### config.mk
export PLATFORM = sky130hd
export DESIGN_NAME = instr_mem_bank
export DESIGN_NICKNAME = d
export VERILOG_FILES = /design/src/rtl/instr_mem_bank.sv
export SDC_FILE = /design/constraint.sdc
export NUM_CORES = 2
export LEC_CHECK = 0
export BUFFER_PORTS_ARGS = -buffer_cell sky130_fd_sc_hd__buf_2
export CAP_MARGIN = 10
export CORE_ASPECT_RATIO = 0.5
export CORE_MARGIN = 5
export CORE_UTILIZATION = 57
export CTS_CLUSTER_SIZE = 10
export DETAILED_ROUTE_END_ITERATION = 10
export PLACE_DENSITY = 0.76
export SYNTH_ARGS = -nofsm -noshare
export SYNTH_HDL_FRONTEND = slang
export SYNTH_SLANG_ARGS = --single-unit
### constraint.sdc
create_clock -name clock -period 3.2 [get_ports clock]
set_input_delay 0.48 -clock clock [delete_from_list [all_inputs] [get_ports clock]]
set_output_delay 0.48 -clock clock [all_outputs]
set_load 0.005 [all_outputs]
### src/rtl/instr_mem_bank.sv
// Banked instruction memory: registered fetch port with fault flag, plus a
// byte-serial loader that writes one program bank at run time.
module instr_mem_bank #(
  parameter int unsigned DATA_W    = 32,
  parameter int unsigned PROG_SIZE = 32,
  parameter int unsigned NUM_PROG  = 4,
  parameter int unsigned ADDR_W    = 10,
  parameter logic [DATA_W-1:0] NOP_WORD = '0
) (
  input  logic                        clock,
  input  logic                        reset_n,
  input  logic                        fetch_req,
  input  logic [ADDR_W-1:0]           address,
  input  logic [$clog2(NUM_PROG)-1:0] prog_sel,
  output logic [DATA_W-1:0]           instrucao,
  output logic                        instr_valid,
  output logic                        addr_fault,
  input  logic                        load_start,
  input  logic [7:0]                  load_byte,
  input  logic                        load_byte_valid,
  input  logic                        load_end,
  output logic                        load_ready,
  output logic                        load_done,
  output logic                        load_error,
  output logic                        busy
);

  localparam int unsigned BPW   = DATA_W / 8;
  localparam int unsigned BC_W  = $clog2(BPW + 1);
  localparam int unsigned WP_W  = $clog2(PROG_SIZE);
  localparam int unsigned SEL_W = $clog2(NUM_PROG);
  localparam int unsigned DEPTH = NUM_PROG * PROG_SIZE;
  localparam int unsigned IDX_W = $clog2(DEPTH);

  typedef enum logic [1:0] {IDLE, LOAD, DONE, ERR} state_t;

  state_t            state;
  logic [SEL_W-1:0]  bank;
  logic [WP_W-1:0]   wp;
  logic [BC_W-1:0]   bc;
  logic [DATA_W-1:0] asm_word;

  logic [DATA_W-1:0] mem [DEPTH];

  logic              fetch_fault_c;
  logic [IDX_W-1:0]  fetch_idx_c;
  logic              wr_en_c;
  logic [IDX_W-1:0]  wr_idx_c;
  logic [DATA_W-1:0] asm_next_c;
  logic              word_last_byte_c;

  // Fetch fault: out-of-range offset, or the bank currently being written.
  always_comb begin
    fetch_fault_c = (32'(address) >= PROG_SIZE) ||
                    ((state == LOAD) && (bank == prog_sel));
    fetch_idx_c   = IDX_W'(prog_sel) * IDX_W'(PROG_SIZE) + IDX_W'(address);
  end

  // Byte assembly: new byte enters at the LSB so the first byte ends at the MSB.
  always_comb begin
    asm_next_c       = DATA_W'({asm_word, load_byte});
    word_last_byte_c = (bc == BC_W'(BPW - 1));
    wr_en_c          = (state == LOAD) && !load_end && load_byte_valid && word_last_byte_c;
    wr_idx_c         = IDX_W'(bank) * IDX_W'(PROG_SIZE) + IDX_W'(wp);
  end

  // Storage is intentionally not reset.
  always_ff @(posedge clock) begin
    if (wr_en_c) mem[wr_idx_c] <= asm_next_c;
  end

  always_ff @(posedge clock or negedge reset_n) begin
    if (!reset_n) begin
      instrucao   <= '0;
      instr_valid <= 1'b0;
      addr_fault  <= 1'b0;
    end else begin
      instr_valid <= fetch_req;
      addr_fault  <= fetch_req && fetch_fault_c;
      if (fetch_req) instrucao <= fetch_fault_c ? NOP_WORD : mem[fetch_idx_c];
    end
  end

  // Loader FSM with registered status outputs.
  always_ff @(posedge clock or negedge reset_n) begin
    if (!reset_n) begin
      state      <= IDLE;
      bank       <= '0;
      wp         <= '0;
      bc         <= '0;
      asm_word   <= '0;
      load_ready <= 1'b0;
      load_done  <= 1'b0;
      load_error <= 1'b0;
      busy       <= 1'b0;
    end else begin
      unique case (state)
        IDLE: begin
          if (load_start) begin
            state      <= LOAD;
            bank       <= prog_sel;
            wp         <= '0;
            bc         <= '0;
            load_ready <= 1'b1;
            busy       <= 1'b1;
          end
        end
        LOAD: begin
          if (load_end) begin
            bc         <= '0;
            load_ready <= 1'b0;
            if ((bc == '0) && !load_byte_valid) begin
              state     <= DONE;
              load_done <= 1'b1;
            end else begin
              state      <= ERR;
              load_error <= 1'b1;
            end
          end else if (load_byte_valid) begin
            asm_word <= asm_next_c;
            if (word_last_byte_c) begin
              bc <= '0;
              wp <= wp + WP_W'(1);
              if (wp == WP_W'(PROG_SIZE - 1)) begin
                state      <= DONE;
                load_ready <= 1'b0;
                load_done  <= 1'b1;
              end
            end else begin
              bc <= bc + BC_W'(1);
            end
          end
        end
        DONE, ERR: begin
          state      <= IDLE;
          load_done  <= 1'b0;
          load_error <= 1'b0;
          busy       <= 1'b0;
        end
        default: state <= IDLE;
      endcase
    end
  end

endmodule

==> impl_metrics.toml <==
[synthesis]
synth.ff_latch_count = 4170
synth.avg_cell_area_um2 = 21.5
synthCells = 7360
synth_edf_count = 4096
synth_nets = 7391
async_flop_share = 0.0177
yosysSeqAreaShare = 0.789
ys.flop_type = "edfxtp_1"
yosysUniqueCellTypes = 52
synth_warnings = 0
synthesis.area_mm2 = 0.158

[placement]
port_buffers = 63
dp_slack_ps = -855
dp.cells = 11400
dpl.hpwl_mm = 243
place.gp.congestion = 0.869
placed_area_mm2 = 0.171

[critical_path]
crit_path_max_incr_delay_ps = 830
cp_common_cell = "buf_4"
rrSetupSlack_ps = 7
cp_cell_sequence = "nor2b_1 > a311o_1 > buf_4 > or3_1 > nor3_2 > buf_12 > a221oi_1 > buf_4 > nand3_1"
path_buf_inv = 3
crit_family = "compound AO/OA/AOI/OAI gates"
worstReg2RegStart = "state[1]"
critPathKind = "register to register"
worst_ep_arrival_time_ps = 3970
required_ps = 3980
worstSetupStartpointType = "register"
critPathMaxFanout = 32
crit_path_end_kind = "register"
reg2reg_depth = 9
r2r_end = "instrucao[15]"
slowest_stage = "a221oi_1"

[worst_hold_path]
worstHoldEndpoint = "mem[47][7]"
hp-class = "input port to register"
holdPathStages = 1
hold_start = "load_byte[7]"

[layout]
final_layout_size_suffix_gt1_frac = 0.274
area_delta_synth_final_pct = 16.0
design_area_mm2 = 0.183
stdcell_count = 12000
final_nets = 8204
final_cell_mix = "edfxtp_1, mux4_2, clkbuf_16"
layout_commonest_cell = "edfxtp_1"

[route]
totalWireLength_mm = 435
via_per_inst = 6.95
dr_total_vias = 83400
drtAntennaViolNets = 0
drtIter0Drc = 13700
drc = 0
routedWlPerCell_um = 36.2
dr.pass1.iters = 6

[power]
p_leak_nw = 58.9
power_mw = 125
ir_worst_vdd_mv = 0.765
powerDensity_mw_per_mm2 = 680

[clock_tree]
clock-sinks = 4170
clockRootBuffer = "clkbuf_16"
clkTransAtPathRegs_ps = 60
cts_tree = "yes"
cts.htree.levels = 5
cts_buffers = 458
clockBufferDepth = 4
clock_latency_ps = 920

[timing]
slew_headroom = 0.165
setup_viol = 0
worst_pin_slew_ps = 1240
min_period_over_period = 0.998
setup_ws_ps = 6.75
slew_violations = 0
fin_skew_ps = 43.4
tns_ps = 0
grt_setup_unrepaired = "false"
final.min_clock_period_ps = 3190
max_freq_ghz = 0.313
hold_viol = 0

[global_route]
antenna_found_initial = 24
grt_max_degree = 130
grt_pass1_wl_mm = 621
use_met2 = 0.460
grt_util_met3 = 0.0906
grt_pass1_vias = 84100
grt_remaining_overflow = 0
grt_usage = 0.302
use_met1 = 0.408
busiest_layer = "met2"

[die]
start_util = 0.574
placementRows = 136
die_height_um = 382
fp.coreArea_mm2 = 0.275
die_x_um = 755
ioPinCount = 64
die-area_mm2 = 0.289

[job]
drv_cap = 0

[outcome]
status = "complete, no violations"
-- worst register-to-register path, cell delays in order (launching register included) --
cell and delay, ps:
dfrtp_1 470, nor2b_1 260, a311o_1 240, buf_4 150, or3_1 360, nor3_2 110, buf_12 210, a221oi_1 850
buf_4 320, nand3_1 90
-- where the power goes --
| part | internal [mW] | total (mW) | leakage (nW) | switching (mW) |
|---|---|---|---|---|
| clock network | 26.0 | 45.7 | 5.97 | 19.7 |
| logic | 2.86 | 10.3 | 15.0 | 7.42 |
| registers | 66.0 | 68.8 | 37.9 | 2.73 |
-- through the flow --
stage,util,hold slack (ps)
2_1_floorplan,-,184
3_3_place_gp,0.620,471
3_5_place_dp,0.620,473
4_1_cts,0.666,63.9
5_1_grt,0.666,81.0
6_report,0.666,107
-- repair_timing --
item                       CTS  global route
hold endpoints to repair    96             0
buffers inserted             0             0
hold buffers                10             0
gates resized for setup      2             6
setup endpoints to repair    2             6
-- per-layer routing --
layer / part of all wire / vias up
li1: - / 32500
met1: 0.34 / 42800
met2: 0.46 / 6923
met3: 0.15 / 1207
met4: 0.053 / 18
met5: 0.00027 / -
-- cells in the mapped netlist (4+ instances only) --
cell type | number | area [um2]
and2_1 | 4 | 25.0
or3_1 | 4 | 25.0
nand2b_1 | 9 | 56.3
nand4_1 | 47 | 294
o21ai_0 | 70 | 350
a21oi_1 | 35 | 175
edfxtp_1 | 4096 | 123000
nor2_1 | 213 | 800
buf_2 | 147 | 736
o2111ai_1 | 29 | 254
ha_1 | 5 | 62.6
mux2i_1 | 448 | 4480
mux2_2 | 64 | 721
a311o_1 | 19 | 190
nand2_1 | 192 | 721
o22ai_1 | 246 | 1540
inv_1 | 9 | 33.8
mux4_2 | 801 | 18000
buf_4 | 7 | 52.6
nor3_1 | 88 | 440
nand3_1 | 138 | 691
a22oi_1 | 241 | 1810
nand3b_1 | 5 | 37.5
dfrtp_1 | 74 | 1850
a221oi_1 | 20 | 175
nor2b_1 | 40 | 250
nor4_1 | 12 | 75.1
buf_1 | 40 | 150
clkbuf_1 | 222 | 833
-- cell families after synthesis --
kind of cell	Yosys count	share of synthesized area
AOI/OAI and AO/OA	676	0.0293
and+or+nand+nor	764	0.0222
adders and majority gates	5	0.000396
xor gates and xnor gates	5	0.000277
DFF	4170	0.789
buffers and inverters	427	0.0115
muxes	1313	0.147
-- flip-flops by register name, indices dropped and copies added, names as in the netlist --
signal       count
load_error       1
asm_word        24
wp               5
bc               3
busy             1
state            2
mem           4096
instrucao       32
load_done        1
instr_valid      1
bank             2
load_ready       1
addr_fault       1
-- final cells by class --
type / instances / area [um2]
well taps: 3657 / 4580
fillers: 16200 / 92000
flip-flops and latches: 4170 / 125000
clock inverters: 14 / 189
diodes: 14 / 35.0
inverters: 11 / 41.3
clock buffers: 614 / 12200
repair buffers: 769 / 8920
multi-input cells: 2763 / 32600
-- worst max-delay path by stage --
stage               start       endpoint  slack, ps  cells after the start
2_1_floorplan    state[1]    mem[127][0]       -290                      7
3_3_place_gp   address[5]  instrucao[11]      -1130                     12
3_5_place_dp   address[5]  instrucao[14]       -860                     12
4_1_cts          state[1]  instrucao[17]         20                      9
5_1_grt          state[1]  instrucao[14]         20                      9
6_report         state[1]  instrucao[15]          7                      9
Power figures use the tool's default switching activity.
